`src/rtl/led_pkg.sv`:
```
// Shared encodings and seed patterns for the LED pattern stage.
package led_pkg;

  typedef enum logic [1:0] {
    MODE_FLOW_L = 2'd0,
    MODE_FLOW_R = 2'd1,
    MODE_BLINK  = 2'd2,
    MODE_HOLD   = 2'd3
  } mode_e;

  localparam logic [3:0] SEED_L   = 4'b0001;
  localparam logic [3:0] SEED_R   = 4'b1000;
  localparam logic [3:0] SEED_ALL = 4'b1111;

  function automatic mode_e mode_after(input mode_e cur);
    logic [1:0] nxt;
    nxt = cur + 2'd1;
    return mode_e'(nxt);
  endfunction

endpackage

```
`src/rtl/led_flow_ctrl_key_filter.sv`:
```
// Push-button path: 2-flop synchroniser, stability debounce, one-cycle press pulse.
module key_filter #(
  parameter int DEBOUNCE_CYC = 1_000_000
) (
  input  logic Clk50M,
  input  logic Rst_n,
  input  logic key_n,
  output logic key_flag
);

  localparam int CNT_W = (DEBOUNCE_CYC > 1) ? $clog2(DEBOUNCE_CYC) : 1;
  localparam logic [CNT_W-1:0] CNT_LAST = CNT_W'(DEBOUNCE_CYC - 1);

  logic             key_s1;
  logic             key_s2;
  logic             key_stable;
  logic             key_stable_d;
  logic [CNT_W-1:0] deb_cnt;

  always_ff @(posedge Clk50M or negedge Rst_n) begin
    if (!Rst_n) begin
      key_s1       <= 1'b1;
      key_s2       <= 1'b1;
      key_stable   <= 1'b1;
      key_stable_d <= 1'b1;
      deb_cnt      <= '0;
      key_flag     <= 1'b0;
    end else begin
      key_s1       <= key_n;
      key_s2       <= key_s1;
      key_stable_d <= key_stable;
      // Press pulse is registered off the stable level, one cycle after it falls.
      key_flag     <= key_stable_d & ~key_stable;
      if (key_s2 == key_stable) begin
        deb_cnt <= '0;
      end else if (deb_cnt == CNT_LAST) begin
        key_stable <= key_s2;
        deb_cnt    <= '0;
      end else begin
        deb_cnt <= deb_cnt + 1'b1;
      end
    end
  end

endmodule

```
`src/rtl/led_flow_ctrl.sv`:
```
// 4-LED pattern stage: key-driven mode FSM plus tick-driven pattern update.
// Build option INT_TICK_EN replaces the tick port with an internal TICK_CYC timebase.
//
// state   | meaning
// FLOW_L  | rotate lit LED left on each tick
// FLOW_R  | rotate lit LED right on each tick
// BLINK   | invert all LEDs on each tick
// HOLD    | freeze the current pattern
module led_flow_ctrl
  import led_pkg::*;
#(
  parameter int DEBOUNCE_CYC = 1_000_000,
  parameter int TICK_CYC     = 25_000_000,
  parameter int LED_W        = 4
) (
  input  logic             Clk50M,
  input  logic             Rst_n,
  input  logic             tick,
  input  logic             key_n,
  output logic [LED_W-1:0] led,
  output logic [1:0]       mode,
  output logic             key_flag
);

  if (LED_W != 4 || TICK_CYC < 2) begin : g_param_check
    $error("led_flow_ctrl: LED_W must be 4 and TICK_CYC at least 2");
  end

  mode_e            mode_q;
  mode_e            mode_d;
  logic [LED_W-1:0] led_d;
  logic             tick_int;

  key_filter #(
    .DEBOUNCE_CYC(DEBOUNCE_CYC)
  ) u_key_filter (
    .Clk50M  (Clk50M),
    .Rst_n   (Rst_n),
    .key_n   (key_n),
    .key_flag(key_flag)
  );

`ifdef INT_TICK_EN
  localparam int TCNT_W = $clog2(TICK_CYC);
  localparam logic [TCNT_W-1:0] TCNT_LAST = TCNT_W'(TICK_CYC - 1);

  logic [TCNT_W-1:0] tick_cnt;

  // Free-running: only reset clears it, mode changes leave the phase alone.
  always_ff @(posedge Clk50M or negedge Rst_n) begin
    if (!Rst_n) begin
      tick_cnt <= '0;
    end else if (tick_cnt == TCNT_LAST) begin
      tick_cnt <= '0;
    end else begin
      tick_cnt <= tick_cnt + 1'b1;
    end
  end

  assign tick_int = (tick_cnt == TCNT_LAST);
`else
  assign tick_int = tick;
`endif

  always_ff @(posedge Clk50M or negedge Rst_n) begin
    if (!Rst_n) begin
      mode_q <= MODE_FLOW_L;
      led    <= SEED_L;
    end else begin
      mode_q <= mode_d;
      led    <= led_d;
    end
  end

  // A key press outranks a coincident tick; that tick is dropped.
  always_comb begin
    mode_d = mode_q;
    led_d  = led;
    if (key_flag) begin
      mode_d = mode_after(mode_q);
      case (mode_d)
        MODE_FLOW_L: led_d = SEED_L;
        MODE_FLOW_R: led_d = SEED_R;
        MODE_BLINK:  led_d = SEED_ALL;
        default:     led_d = led;
      endcase
    end else if (tick_int) begin
      case (mode_q)
        MODE_FLOW_L: led_d = {led[LED_W-2:0], led[LED_W-1]};
        MODE_FLOW_R: led_d = {led[0], led[LED_W-1:1]};
        MODE_BLINK:  led_d = ~led;
        default:     led_d = led;
      endcase
    end
  end

  assign mode = mode_q;

endmodule

```
`config.mk`:
```
export PLATFORM = sky130hd
export DESIGN_NAME = led_flow_ctrl
export DESIGN_NICKNAME = d
export VERILOG_FILES = /design/src/rtl/led_pkg.sv /design/src/rtl/led_flow_ctrl_key_filter.sv /design/src/rtl/led_flow_ctrl.sv
export SDC_FILE = /design/constraint.sdc
export NUM_CORES = 1
export LEC_CHECK = 0
export BUFFER_PORTS_ARGS = -buffer_cell sky130_fd_sc_hd__buf_4
export CELL_PAD_IN_SITES_DETAIL_PLACEMENT = 0
export CELL_PAD_IN_SITES_GLOBAL_PLACEMENT = 1
export CORE_UTILIZATION = 46
export CTS_CLUSTER_SIZE = 20
export DETAILED_ROUTE_END_ITERATION = 10
export PLACE_DENSITY_LB_ADDON = 0.1
export SLEW_MARGIN = 5
export SYNTH_ARGS = -nofsm -noshare
export SYNTH_HDL_FRONTEND = slang
export SYNTH_SLANG_ARGS = --single-unit
```
`constraint.sdc`:
```
create_clock -name Clk50M -period 3.1 [get_ports Clk50M]
set_clock_uncertainty 0.15 [all_clocks]
set_input_delay 0.93 -clock Clk50M [delete_from_list [all_inputs] [get_ports Clk50M]]
set_output_delay 0.93 -clock Clk50M [all_outputs]
set_load 0.005 [all_outputs]
```
==> results.md <==
- Antenna violations before repair: 0
- Static leakage: 0.709 nW
- Vias in the first global route: 1071
- Routed vias/inst: 5.38
- Ant diodes: 0
- Overflow after GRT: 0
- Minimum clock period: 2.34 ns
- Post-Synthesis Cell Area: 1580 sq um
- Die Footprint: 3670 sq um
- CTS tree: built
- Top-Level Pins: 11
- # setup viols final: 0
- Fin nets: 181
- CP Capture Type: flop
- Final std cells w/o fill: 216
- Sequential share of power: 59.8%
- Post-cts resize count: 0
- Post-Synthesis Cells: 157
- Post-route total power: 0.691 mW
- Slew Viols, Final: 0
- Clk pin slew, worst setup/hold paths: 0.10 ns
- Commonest non-fill, non-tap cells in the layout: nor2_1, dfrtp_1, xnor2_1
- PD cells: 396 nW/um^2
- Peak Freq: 428 MHz
- Starting Density: 50.0%
- Initial detailed-routing violation count: 70
- Worst Hold Class: flop to flop
- CTS Root Cell: clkbuf_4
- CP arrival: 2.46 ns
- CP Class: flop to flop
- DRC: 0
- PortBufs: 10
- Die width: 60.5 um
- Worst Path Max Fanout: 8
- DP HPWL: 1900 um
- Switching Share: 23.8%
- Int Pwr: 0.526 mW
- Cells after DPL: 208
- RSZ-0062 raised after global routing: false
- Clk Latency, worst-skew pair: 0.34 ns
- Status: completed
- Register area share after synthesis: 49.6%
- Layout area overhead: 10.9%
- Syn. warnings: 0
- Antenna-violating nets left: 0
- Total length of routed wires: 2850 um
- Setup Fix Bufs, Post-CTS: 0
- GRT Total Usage: 18.6%
- Net Count, Synth: 167
- Number of buffers created by CTS: 5
- Htree depth: 2
- Critical path startpoint category: flop
- Routability Congestion: 0.803
- CTS Buffer Depth: 2
- Core area: 3150 sq um
- P_sw: 0.165 mW
- Worst-Margin Slew: 0.703 ns
- Max Cap Viol: 0
- DR vias: 1162
- TNS Setup: 0 ns
- Final core occ: 55.4%
- Slew headroom: 52.7%
- First-pass GRT wire length: 4820 um
- VDD IR-drop max: 0.250 mV
- Commonest non-fill, non-tap cell in the layout: nor2_1
- Die Y: 60.5 um
- Share of layout cells above drive strength 1: 15.1%
- Yosys reg bits: 31
- Crit share post-route: 75.4%
- Sink Count: 31
- Req. time, crit path: 3.22 ns
- Wire length per cell: 13.2 um
- Row cnt: 20
- DRT Pass-1 Iters: 4
- Syn_area_per_cell: 10.0 sq um
- Largest net degree at the start of global routing: 32
- Clock share of power: 36.9%
- Final count of hold timing violations: 0
- Post-CTS Hold Buffers: 0
- Logic pwr share: 3.4%
- Library cells used by synthesis: 37
## cell usage after synthesis, drive strengths merged
library cell | instances | area share (%)
o221ai | 2 | 1.1
nand4b | 1 | 0.56
nor2b | 1 | 0.40
dfrtp | 26 | 41
o31ai | 2 | 0.95
nor2 | 27 | 6.4
o21a | 2 | 0.95
a31o | 1 | 0.56
xor2 | 3 | 1.7
and3 | 1 | 0.40
and3b | 2 | 1.1
nand2b | 2 | 0.79
a221oi | 1 | 0.56
nand3 | 5 | 1.6
clkbuf | 1 | 0.24
dfstp | 5 | 8.3
nor4 | 5 | 2.0
or4b | 1 | 0.63
nand4 | 5 | 2.0
mux2 | 1 | 0.71
a21oi | 5 | 1.6
a31oi | 1 | 0.40
or4 | 2 | 1.2
a311o | 1 | 0.63
xnor2 | 14 | 7.8
inv | 10 | 2.4
ha | 6 | 4.8
o311a | 1 | 0.63
o21ai | 6 | 2.6
buf | 2 | 0.95
nand2 | 7 | 1.7
nor3 | 6 | 1.9
mux2i | 2 | 1.3
## final timing paths
| kind | cells past startpoint | startpoint | endpoint | slack (ns) |
|---|---|---|---|---|
| max | 5 | u_key_filter.deb_cnt[0] | u_key_filter.key_stable | 0.76 |
| min | 0 | u_key_filter.key_s1 | u_key_filter.key_s2 | 0.22 |
| max reg2reg | 5 | u_key_filter.deb_cnt[0] | u_key_filter.key_stable | 0.76 |
| min reg2reg | 0 | u_key_filter.key_s1 | u_key_filter.key_s2 | 0.22 |
| max in group asynchronous | 1 | Rst_n | led[0] | 2.13 |
| min in group asynchronous | 1 | Rst_n | u_key_filter.deb_cnt[0] | 0.36 |
## cells by family (layout without fill, tap and decap cells)
logic type / after synthesis / in the layout / synth area share [%]
mux: 3 / 3 / 1.98
compound gates: 22 / 22 / 10.0
flops: 31 / 31 / 49.6
xor+xnor: 17 / 17 / 9.44
fa+ha+maj: 6 / 6 / 4.76
buf+inv: 13 / 28 / 3.57
simple gates: 65 / 65 / 20.6
## per-stage QoR
| step | hold slack [ns] | setup slack (ns) | instance area (sq um) |
|---|---|---|---|
| floorplan | 0.195 | 0.929 | 1580 |
| global placement | 0.199 | 0.794 | 1690 |
| detailed placement | 0.202 | 0.758 | 1690 |
| CTS | 0.220 | 0.741 | 1750 |
| global route | 0.222 | 0.554 | 1750 |
| finish | 0.217 | 0.762 | 1750 |
## routing by layer
layer | wire [um] | GRT usage [%] | share of wire [%] | vias up
met2 | 1300 | 29.2 | 46 | 23
met1 | 1360 | 22.7 | 48 | 552
met4 | 64 | 8.77 | 2.2 | 0
met5 | 0 | 0 | 0 | -
met3 | 120 | 7.04 | 4.2 | 10
li1 | - | - | - | 577
## power by group through the flow
stage / registers [mW] / clock network [mW] / logic [mW]
2_1_floorplan: 0.420 / 0 / 0.0120
6_report: 0.413 / 0.255 / 0.0232
3_5_place_dp: 0.421 / 0 / 0.0244
5_1_grt: 0.414 / 0.279 / 0.0272
4_1_cts: 0.413 / 0.259 / 0.0243
3_3_place_gp: 0.421 / 0 / 0.0236
## area by class of cell
type	instances	area, sq um
clock buffer	7	55.1
clock inverter	1	5.00
fill	321	1410
inverter	10	37.5
multi-input combinational	113	738
sequential	31	782
tap	44	55.1
timing repair buffer	10	75.1
## worst max-delay path, stage by stage (launching register included)
cell and delay, ns:
dfrtp_1 0.40, ha_1 0.19, nand3_1 0.28, or4_4 0.65, nor2_1 0.23, mux2_2 0.37
## flip-flops by register name, summed over array words and instances (netlist names)
name	count
u_key_filter.deb_cnt	20
led	4
mode	2
u_key_filter.key_flag	1
u_key_filter.key_s1	1
u_key_filter.key_s2	1
u_key_filter.key_stable	1
u_key_filter.key_stable_d	1
(Power assumes the default switching activity.)
